===== config.mk =====
export PLATFORM = sky130hd
export DESIGN_NAME = dmem_controller
export DESIGN_NICKNAME = d
export VERILOG_FILES = /design/src/rtl/gpu_pkg.sv /design/src/rtl/rr_arbiter.sv /design/src/rtl/dmem_controller.sv
export SDC_FILE = /design/constraint.sdc
export NUM_CORES = 1
export LEC_CHECK = 0
export CAP_MARGIN = 10
export CORE_ASPECT_RATIO = 1.1
export CORE_MARGIN = 3
export CORE_UTILIZATION = 30
export CTS_CLUSTER_DIAMETER = 150
export DETAILED_ROUTE_END_ITERATION = 6
export HOLD_SLACK_MARGIN = 0.1
export SYNTH_ARGS = -nofsm -noshare
export SYNTH_HDL_FRONTEND = slang
export SYNTH_SLANG_ARGS = --single-unit

===== constraint.sdc =====
create_clock -name clk -period 2.6 [get_ports clk]
set_input_delay 0.52 -clock clk [delete_from_list [all_inputs] [get_ports clk]]
set_output_delay 0.52 -clock clk [all_outputs]
set_load 0.02 [all_outputs]

===== src/rtl/gpu_pkg.sv =====
`default_nettype none
// +--------------------------------------------------------------------------+
// | Module : gpu_pkg                                                         |
// | Brief  : Shared GPU types: data-memory controller states, bus defaults.  |
// | Rev    : 1.0                                                             |
// +--------------------------------------------------------------------------+
package gpu_pkg;

    localparam int GPU_ADDR_BITS = 8;
    localparam int GPU_DATA_BITS = 8;

    typedef enum logic [2:0] {
        IDLE        = 3'd0,
        READ_WAIT   = 3'd1,
        WRITE_WAIT  = 3'd2,
        READ_RELAY  = 3'd3,
        WRITE_RELAY = 3'd4
    } dmem_state_e;

    // Index width that stays legal for a single-requester configuration.
    function automatic int id_width(input int n);
        return (n > 1) ? $clog2(n) : 1;
    endfunction

endpackage
`default_nettype wire


===== src/rtl/rr_arbiter.sv =====
`default_nettype none
// +--------------------------------------------------------------------------+
// | Module : rr_arbiter                                                      |
// | Brief  : Combinational round-robin pick, searching upward from rr_ptr.   |
// | Rev    : 1.0                                                             |
// +--------------------------------------------------------------------------+
module rr_arbiter
    import gpu_pkg::*;
#(
    parameter int NUM_REQ = 4,
    parameter int ID_BITS = id_width(NUM_REQ)
) (
    input  logic [NUM_REQ-1:0] req_i,
    input  logic [ID_BITS-1:0] rr_ptr_i,
    output logic [ID_BITS-1:0] grant_id_o,
    output logic               grant_valid_o
);

    int               idx_int;
    logic [ID_BITS-1:0] idx_w;

    always_comb begin
        grant_id_o    = '0;
        grant_valid_o = 1'b0;
        idx_int       = 0;
        idx_w         = '0;
        for (int i = 0; i < NUM_REQ; i++) begin
            idx_int = int'(rr_ptr_i) + i;
            if (idx_int >= NUM_REQ) idx_int = idx_int - NUM_REQ;
            idx_w = ID_BITS'(idx_int);
            if (!grant_valid_o && req_i[idx_w]) begin
                grant_valid_o = 1'b1;
                grant_id_o    = idx_w;
            end
        end
    end

endmodule
`default_nettype wire


===== src/rtl/dmem_controller.sv =====
`default_nettype none
// +--------------------------------------------------------------------------+
// | Module : dmem_controller                                                 |
// | Brief  : Arbitrates N LSU ports onto one memory, one transaction a time. |
// | Rev    : 1.0                                                             |
// +--------------------------------------------------------------------------+
module dmem_controller
    import gpu_pkg::*;
#(
    parameter int NUM_CONSUMERS = 4,
    parameter int ADDR_BITS     = GPU_ADDR_BITS,
    parameter int DATA_BITS     = GPU_DATA_BITS,
    parameter int WRITE_ENABLE  = 1
) (
    input  logic                                      clk,
    input  logic                                      reset,
    input  logic [NUM_CONSUMERS-1:0]                  consumer_read_valid,
    input  logic [NUM_CONSUMERS-1:0][ADDR_BITS-1:0]   consumer_read_address,
    output logic [NUM_CONSUMERS-1:0]                  consumer_read_ready,
    output logic [NUM_CONSUMERS-1:0][DATA_BITS-1:0]   consumer_read_data,
    input  logic [NUM_CONSUMERS-1:0]                  consumer_write_valid,
    input  logic [NUM_CONSUMERS-1:0][ADDR_BITS-1:0]   consumer_write_address,
    input  logic [NUM_CONSUMERS-1:0][DATA_BITS-1:0]   consumer_write_data,
    output logic [NUM_CONSUMERS-1:0]                  consumer_write_ready,
    output logic                                      mem_read_valid,
    output logic [ADDR_BITS-1:0]                      mem_read_address,
    input  logic                                      mem_read_ready,
    input  logic [DATA_BITS-1:0]                      mem_read_data,
    output logic                                      mem_write_valid,
    output logic [ADDR_BITS-1:0]                      mem_write_address,
    output logic [DATA_BITS-1:0]                      mem_write_data,
    input  logic                                      mem_write_ready,
    output logic                                      busy
);

    localparam int ID_BITS = id_width(NUM_CONSUMERS);

    dmem_state_e                            state_q, state_d;
    logic [ID_BITS-1:0]                     id_q, id_d, rr_ptr_q, rr_ptr_d;
    logic                                   mem_read_valid_q, mem_read_valid_d;
    logic [ADDR_BITS-1:0]                   mem_read_address_q, mem_read_address_d;
    logic                                   mem_write_valid_q, mem_write_valid_d;
    logic [ADDR_BITS-1:0]                   mem_write_address_q, mem_write_address_d;
    logic [DATA_BITS-1:0]                   mem_write_data_q, mem_write_data_d;
    logic [NUM_CONSUMERS-1:0]               read_ready_q, read_ready_d;
    logic [NUM_CONSUMERS-1:0]               write_ready_q, write_ready_d;
    logic [NUM_CONSUMERS-1:0][DATA_BITS-1:0] read_data_q, read_data_d;
    logic                                   busy_q;

    logic [NUM_CONSUMERS-1:0]               req_w;
    logic [ID_BITS-1:0]                     grant_id_w;
    logic                                   grant_valid_w;

    // Without write support a pending write must not win arbitration.
    generate
        if (WRITE_ENABLE != 0) begin : g_req_rw
            assign req_w = consumer_read_valid | consumer_write_valid;
        end else begin : g_req_ro
            assign req_w = consumer_read_valid;
        end
    endgenerate

    rr_arbiter #(
        .NUM_REQ (NUM_CONSUMERS),
        .ID_BITS (ID_BITS)
    ) u_arb (
        .req_i         (req_w),
        .rr_ptr_i      (rr_ptr_q),
        .grant_id_o    (grant_id_w),
        .grant_valid_o (grant_valid_w)
    );

    always_comb begin
        state_d             = state_q;
        id_d                = id_q;
        rr_ptr_d            = rr_ptr_q;
        mem_read_valid_d    = mem_read_valid_q;
        mem_read_address_d  = mem_read_address_q;
        mem_write_valid_d   = mem_write_valid_q;
        mem_write_address_d = mem_write_address_q;
        mem_write_data_d    = mem_write_data_q;
        read_ready_d        = read_ready_q;
        write_ready_d       = write_ready_q;
        read_data_d         = read_data_q;
        case (state_q)
            IDLE: begin
                if (grant_valid_w) begin
                    id_d     = grant_id_w;
                    rr_ptr_d = (int'(grant_id_w) == NUM_CONSUMERS - 1) ?
                               '0 : grant_id_w + ID_BITS'(1);
                    // Read wins when a port raises both requests together.
                    if (consumer_read_valid[grant_id_w]) begin
                        state_d            = READ_WAIT;
                        mem_read_valid_d   = 1'b1;
                        mem_read_address_d = consumer_read_address[grant_id_w];
                    end else if (WRITE_ENABLE != 0) begin
                        state_d             = WRITE_WAIT;
                        mem_write_valid_d   = 1'b1;
                        mem_write_address_d = consumer_write_address[grant_id_w];
                        mem_write_data_d    = consumer_write_data[grant_id_w];
                    end
                end
            end
            READ_WAIT: begin
                if (mem_read_ready) begin
                    mem_read_valid_d  = 1'b0;
                    read_data_d[id_q] = mem_read_data;
                    read_ready_d      = '0;
                    read_ready_d[id_q] = 1'b1;
                    state_d           = READ_RELAY;
                end
            end
            WRITE_WAIT: begin
                if (mem_write_ready) begin
                    mem_write_valid_d   = 1'b0;
                    write_ready_d       = '0;
                    write_ready_d[id_q] = 1'b1;
                    state_d             = WRITE_RELAY;
                end
            end
            READ_RELAY: begin
                if (!consumer_read_valid[id_q]) begin
                    read_ready_d = '0;
                    state_d      = IDLE;
                end
            end
            WRITE_RELAY: begin
                if (!consumer_write_valid[id_q]) begin
                    write_ready_d = '0;
                    state_d       = IDLE;
                end
            end
            default: state_d = IDLE;
        endcase
    end

    always_ff @(posedge clk) begin
        if (reset) begin
            state_q             <= IDLE;
            id_q                <= '0;
            rr_ptr_q            <= '0;
            mem_read_valid_q    <= 1'b0;
            mem_read_address_q  <= '0;
            mem_write_valid_q   <= 1'b0;
            mem_write_address_q <= '0;
            mem_write_data_q    <= '0;
            read_ready_q        <= '0;
            write_ready_q       <= '0;
            read_data_q         <= '0;
            busy_q              <= 1'b0;
        end else begin
            state_q             <= state_d;
            id_q                <= id_d;
            rr_ptr_q            <= rr_ptr_d;
            mem_read_valid_q    <= mem_read_valid_d;
            mem_read_address_q  <= mem_read_address_d;
            mem_write_valid_q   <= mem_write_valid_d;
            mem_write_address_q <= mem_write_address_d;
            mem_write_data_q    <= mem_write_data_d;
            read_ready_q        <= read_ready_d;
            write_ready_q       <= write_ready_d;
            read_data_q         <= read_data_d;
            busy_q              <= (state_d != IDLE);
        end
    end

    assign consumer_read_ready = read_ready_q;
    assign consumer_read_data  = read_data_q;
    assign mem_read_valid      = mem_read_valid_q;
    assign mem_read_address    = mem_read_address_q;
    assign busy                = busy_q;

    generate
        if (WRITE_ENABLE != 0) begin : g_write_out
            assign consumer_write_ready = write_ready_q;
            assign mem_write_valid      = mem_write_valid_q;
            assign mem_write_address    = mem_write_address_q;
            assign mem_write_data       = mem_write_data_q;
        end else begin : g_no_write_out
            assign consumer_write_ready = '0;
            assign mem_write_valid      = 1'b0;
            assign mem_write_address    = '0;
            assign mem_write_data       = '0;
        end
    endgenerate

endmodule
`default_nettype wire

== Yosys cells after proc, flatten, opt, wreduce, memory -nomap -nowiden ==
Index checks and enable logic that the tools add are counted.

* Bits of input ports: 116
* Register bits after elaboration: 74
* Output and inout port bits: 67
* Word-level logic and storage cells: 128

* $lt $le $gt $ge: 11
* Reductions and logical operators: 21
* Equality and inequality tests: 12
* Bitwise logic cells: 2
* Muxes and demuxes: 59
* $add $sub $neg: 8

{| class="wikitable"
|+ Operator list
! cell !! count
|-
| 8-bit binary-select mux with 2-bit select || 3
|-
| 32-bit bitwise mux || 1
|-
| 8-bit 2-to-1 mux || 4
|-
| 2-bit 2-to-1 mux || 10
|-
| 2-bit by 3-bit < comparator with 1-bit output, second input constant || 6
|-
| 1-bit 2-to-1 mux || 18
|-
| 8-bit demux with 2-bit select || 1
|-
| 4-bit 2-to-1 mux || 4
|-
| 4-bit case mux with 2 select lines || 2
|-
| 3-bit 2-to-1 mux || 5
|-
| 3-bit case mux with 5 select lines || 1
|-
| 1-bit binary-select mux with 2-bit select || 7
|-
| 2-bit inequality test, second input constant || 7
|-
| 3-bit AND reduction || 4
|-
| 3-bit >= comparator, second input constant || 3
|-
| 4-bit AND reduction || 2
|-
| 2-bit nonzero test || 4
|-
| 2-bit by 1-bit subtractor with 2-bit output, second input constant || 4
|-
| 2-bit by 2-bit adder with 3-bit output, second input constant || 2
|-
| 3-bit by 2-bit == test with 1-bit output, second input constant || 2
|-
| 1-bit logical AND || 4
|-
| 4-bit OR || 1
|-
| 1-bit case mux with 2 select lines || 2
|-
| 2-bit AND reduction || 2
|-
| other kinds (12) || 14
|}

== Longest topological paths before layout ==
* Depth after elaboration: 20
* Mapped depth: 8
* Mapped depth without buffers: 6

== By module ==
Synthesis repeated with hierarchy kept, for this count alone.

* Cell total of the unflattened synthesis: 364
* Area, all modules: 3527.1 µm²

{| class="wikitable"
|+ By module, submodules not included
! module !! area an instance (µm²) !! seq. area each (µm²) !! instances !! cells each
|-
| dmem_controller || 3449.6 || 1481.4 || 1 || 349
|-
| rr_arbiter || 77.6 || 0.0 || 1 || 15
|}

== Worst setup path before layout ==
OpenSTA, ideal clock, no wires.

* Path type: input to register
* Start point: input port consumer_write_valid[1]
* End point: register mem_write_address_q[0], in the netlist mem_write_address[0]
* Arrival: 1.940 ns
* Stages on the path: 8
* Required time: 2.483 ns
* Library setup time: 0.117 ns
* Path buffers: 2
* Setup slack: 0.543 ns
* Cells stage by stage: or2_2 > o221ai_2 > a22oi_4 > a21boi_1 > o21ba_1 > buf_4 > buf_6 > a32o_1

* Word-level cells in the longest chain between the ends: 17
* Elaborated cells between the ends (all ways): 29
* Classes of those cells: 20 x mux; 2 x bitwise; 7 x reduce/logical

{| class="wikitable"
|+ RTL lines
! element !! line !! text
|-
| start: declaration || dmem_controller.sv:21 || <nowiki>input logic [NUM_CONSUMERS-1:0] consumer_write_valid,</nowiki>
|-
| 4-bit OR * || dmem_controller.sv:57 || <nowiki>assign req_w = consumer_read_valid | consumer_write_valid;</nowiki>
|-
| 1-bit binary-select mux with 2-bit select || rr_arbiter.sv:31 || <nowiki>if (!grant_valid_o && req_i[idx_w]) begin</nowiki>
|-
| 1-bit 2-to-1 mux (not written as such) || rr_arbiter.sv:31 ||
|-
| 1-bit 2-to-1 mux || rr_arbiter.sv:31 ||
|-
| 1-bit zero test || rr_arbiter.sv:31 ||
|-
| 1-bit logical AND || rr_arbiter.sv:31 ||
|-
| 1-bit 2-to-1 mux || rr_arbiter.sv:31 ||
|-
| 1-bit zero test || rr_arbiter.sv:31 ||
|-
| 1-bit logical AND || rr_arbiter.sv:31 ||
|-
| 1-bit 2-to-1 mux || rr_arbiter.sv:31 ||
|-
| 1-bit zero test || rr_arbiter.sv:31 ||
|-
| 1-bit logical AND || rr_arbiter.sv:31 ||
|-
| 2-bit 2-to-1 mux || rr_arbiter.sv:31 ||
|-
| 1-bit binary-select mux with 2-bit select || dmem_controller.sv:92 || <nowiki>if (consumer_read_valid[grant_id_w]) begin</nowiki>
|-
| 1-bit 2-to-1 mux (not written as such) || dmem_controller.sv:92 ||
|-
| 1-bit inverter (no line) || n/a ||
|-
| 3-bit AND reduction (no line) || n/a ||
|-
| end signal: assignment || dmem_controller.sv:158 || <nowiki>mem_write_address_q <= mem_write_address_d;</nowiki>
|-
| end: declaration || dmem_controller.sv:43 || <nowiki>logic [ADDR_BITS-1:0] mem_write_address_q, mem_write_address_d;</nowiki>
|}

Every way passes the cells marked *; elsewhere a longest branch is shown, timed or not. The select of a mux whose other input is x is not followed.
A chain may end at the register's enable or synchronous reset.

== Final worst setup path ==
* Start point: input port consumer_write_valid[1]
* End point: register mem_write_address_q[6], in the netlist mem_write_address[6]

The elaborated chain is that of the path after synthesis.

==> reports/qor.csv <==
stage,metric,value,unit
synth,syn_area_per_cell,8.99,um^2
detailed_routing,avgRoutedWirePerCell,15.3,um
pwr,p_leak,0.00250,uW
sta,clock_skew,6.14,ps
placement,numPortBuffers,182,
grt,grt_max_degree,51,
pwr,sequentialPowerShare,0.282,
finish,drive_gt1_frac,0.113,
detailed_routing,first_pass_iters,5,
pwr,clkPwrFrac,0.199,
setup_path,critPathMaxFanout,16,
cts,path_clk_slew,50,ps
cts,tritoncts,done,
synth,synthTopCellsByCount,"74 x dfxtp_1, 60 x mux2i_1, 46 x nor2_1, 38 x a21oi_1, 29 x nand2_1",
die,start_util,0.310,
sta,rsz0062_at_grt,no,
detailed_routing,avgViaCountPerCell,4.85,
setup_path,ff2ff_path_depth,7,
setup_path,crit_cells,9,
synth,syn_inst,419,
die,die_h,124,um
setup_path,startpoint_type,input port,
detailed_routing,drc,0,
grt,antenna_found_initial,0,
pwr,power.density,921,mW/mm^2
finish,num_antenna_cells,0,
setup_path,reg2reg_to,mem_write_address[6]$_SDFFE_PP0P_,
pwr,swShare,0.373,
synth,syn_nets,535,
detailed_routing,postRouteAntennaNets,0,
cts,ctsHoldBuffers,0,
finish,post-route-util,0.514,
sta,finalHoldViolCount,0,
setup_path,path_delay_family,compound AO/OA/AOI/OAI gates,
pwr,p_int,3600,uW
setup_path,slowest_stage,clkdlybuf4s50_1,
setup_path,slowest_delay,420,ps
die,chipWidth,113,um
setup_path,cp.arrival,2620,ps
setup_path,cp_cell_sequence,clkdlybuf4s50_1 -> buf_4 -> nor2_2 -> o21ai_1 -> a21o_1 -> a211oi_2 -> o21ba_1 -> buf_12 -> a32o_1,
placement,dpl.cell_count,759,
synth,synth_largest_area_cell,dfxtp_1,
worst_hold_path,holdPathStages,1,
synth,yosys-top-cells-area,"dfxtp_1 39%, mux2i_1 16%, a21oi_1 5.0%, nor2_1 4.6%, a32o_1 4.2%",
cts,clk_root_buffer_cell,clkbuf_16,
pwr,ir_drop,0.382,mV
sta,timing.hold.ws,462,ps
setup_path,endpoint_kind,register,
grt,grt_pass1_wl,18300,um
die,placeableCoreArea,0.0121,mm^2
sta,setup_violations,0,
placement,dp_hpwl,9480,um
cts,cts_buffers,9,
die,io_pins,183,
sta,finalCriticalPeriod,2350,ps
synth,ys_seq_area_frac,0.393,
grt,grt_pass1_vias,3799,
sta,finalWorstSetupSlack,248,ps
detailed_routing,drt_iter0_markers,218,
sta,slew_violations,0,
pwr,comb_power_share,0.519,
cts,clock_latency,330,ps
worst_hold_path,min_path_type,reg2reg,
pwr,power_switching,2140,uW
synth,ys_async_sr_fraction,0,
sta,relSlewSlack,0.639,
setup_path,r2r_setup_slack,610,ps
setup_path,path_buf_inv,3,
setup_path,required,2860,ps
die,rows,42,
placement,pre_cts_ws,-77.5,ps
synth,synth_top_area_frac,0.393,
run_status,outcome,finished clean,
finish,areaGrowthSynthToFinish,65.5,%
grt,gr-usage-all-layers,0.165,
cts,post-cts-setup-buffers,0,
synth,syn_area,0.00377,mm^2
synth,ys.flop_type,dfxtp_1,
placement,gp_congestion,0.876,
worst_hold_path,min-delay-start,mem_write_address[0]$_SDFFE_PP0P_,
cts,clkSinkCount,74,
finish,nets,732,
worst_hold_path,hold-path-endpoint,mem_write_address[0]$_SDFFE_PP0P_,
finish,final_cells,775,
synth,yosys_warnings,0,
synth,postSynthRegisterBits,74,
setup_path,path_class,in2reg,
synth,synth.most_common_cell,dfxtp_1,
sta,fmax,425,MHz
detailed_routing,via_count,3755,
sta,worst_pin_slew,541,ps
setup_path,rr_startpoint,rr_ptr_q[0]$_SDFFE_PP0P_,
cts,cts_resized,0,
sta,min_period_over_period,0.904,
die,die-area,0.0139,mm^2
cts,clk_path_buf_depth,2,
grt,gr-total-overflow,0,
run,drv_cap,0,
finish,fillers,1137,
synth,synth_edf_count,0,
synth,synth_cell_type_count,47,
detailed_routing,routed_wl,11800,um
cts,htree_levels,3,
## worst max-delay path by stage
| stage | from | end |
|---|---|---|
| after floorplan | consumer_write_valid[1] | mem_write_address[0]$_SDFFE_PP0P_ |
| after global placement | consumer_write_valid[1] | mem_write_address[7]$_SDFFE_PP0P_ |
| after detailed placement | consumer_write_valid[1] | mem_write_address[6]$_SDFFE_PP0P_ |
| after CTS | consumer_write_valid[1] | mem_write_address[6]$_SDFFE_PP0P_ |
| after global routing | consumer_read_valid[2] | mem_write_address[5]$_SDFFE_PP0P_ |
| final | consumer_write_valid[1] | mem_write_address[6]$_SDFFE_PP0P_ |
## cell type report
| cell class | count | area (um^2) | area share |
|---|---|---|---|
| Clock buffer | 10 | 239 | 0.0383 |
| Clock inverter | 6 | 40.0 | 0.00642 |
| Inverter | 22 | 82.6 | 0.0132 |
| Multi-Input combinational cell | 291 | 2050 | 0.329 |
| Sequential cell | 74 | 1480 | 0.238 |
| Tap cell | 154 | 193 | 0.0309 |
| Timing Repair Buffer | 218 | 2150 | 0.345 |
## cells in the final DEF (no fill, tap or decap), types with 3 or more instances in the layout
| cell | count |
|---|---|
| mux2i_1 | 60 |
| clkdlybuf4s50_1 | 181 |
| clkbuf_16 | 9 |
| buf_12 | 5 |
| buf_4 | 31 |
| nand3b_1 | 3 |
| a22o_1 | 8 |
| a32o_1 | 16 |
| o21ai_0 | 19 |
| nor2_1 | 46 |
| nor2b_1 | 4 |
| nor3b_1 | 3 |
| nor3_1 | 3 |
| o311ai_0 | 8 |
| clkinv_2 | 3 |
| inv_1 | 22 |
| nand2b_1 | 9 |
| a21oi_1 | 37 |
| nand2_1 | 29 |
| dfxtp_1 | 74 |
| o21ai_1 | 10 |
## worst reg2reg max path: stages (launching register included)
cell      delay, ps
dfxtp_1         420
o21bai_1        180
o311ai_2        160
a22oi_4         280
a21boi_1        330
o21ba_1         230
buf_12          160
a32o_1          160
## per-layer routing
metal  vias up  share of wire  GRT usage
li1       1885              -          -
met1      1721           0.40      0.189
met2       129           0.51      0.299
met3        20          0.068     0.0431
met4         0          0.018     0.0541
met5         -              0          0
## flip-flops by register name (all words and copies together) (netlist names), 2 cells and up
register              count
consumer_read_data       32
consumer_read_ready       4
consumer_write_ready      4
id_q                      2
mem_read_address          8
mem_write_address         8
mem_write_data            8
rr_ptr_q                  2
state_q                   3
## power by group through the flow
stage	Sequential, uW	Clock, uW	Combinational (uW)
2_1_floorplan	1910	0	1450
6_report	1620	1140	2980
3_3_place_gp	1630	0	2980
5_1_grt	1660	1220	3220
3_5_place_dp	1640	0	3000
4_1_cts	1620	1170	3010
## logic make-up (layout without fill, tap and decap cells)
| group | Yosys count | in the layout | share of synthesized area |
|---|---|---|---|
| compound gates | 122 | 122 | 0.237 |
| flops | 74 | 74 | 0.393 |
| xor+xnor | 1 | 1 | 0.00232 |
| buf+inv | 54 | 256 | 0.0657 |
| simple gates | 106 | 106 | 0.130 |
| mux | 62 | 62 | 0.171 |
## through the flow
| step | area [um^2] | power, uW | setup TNS [ps] |
|---|---|---|---|
| finish | 6240 | 5740 | 0 |
| global route | 6240 | 6100 | 0 |
| CTS | 6240 | 5800 | 0 |
| detailed placement | 5960 | 4630 | -1310 |
| global placement | 5960 | 4610 | -147 |
| floorplan | 3770 | 3360 | 0 |
No activity file was read; power rests on OpenSTA's default activity.
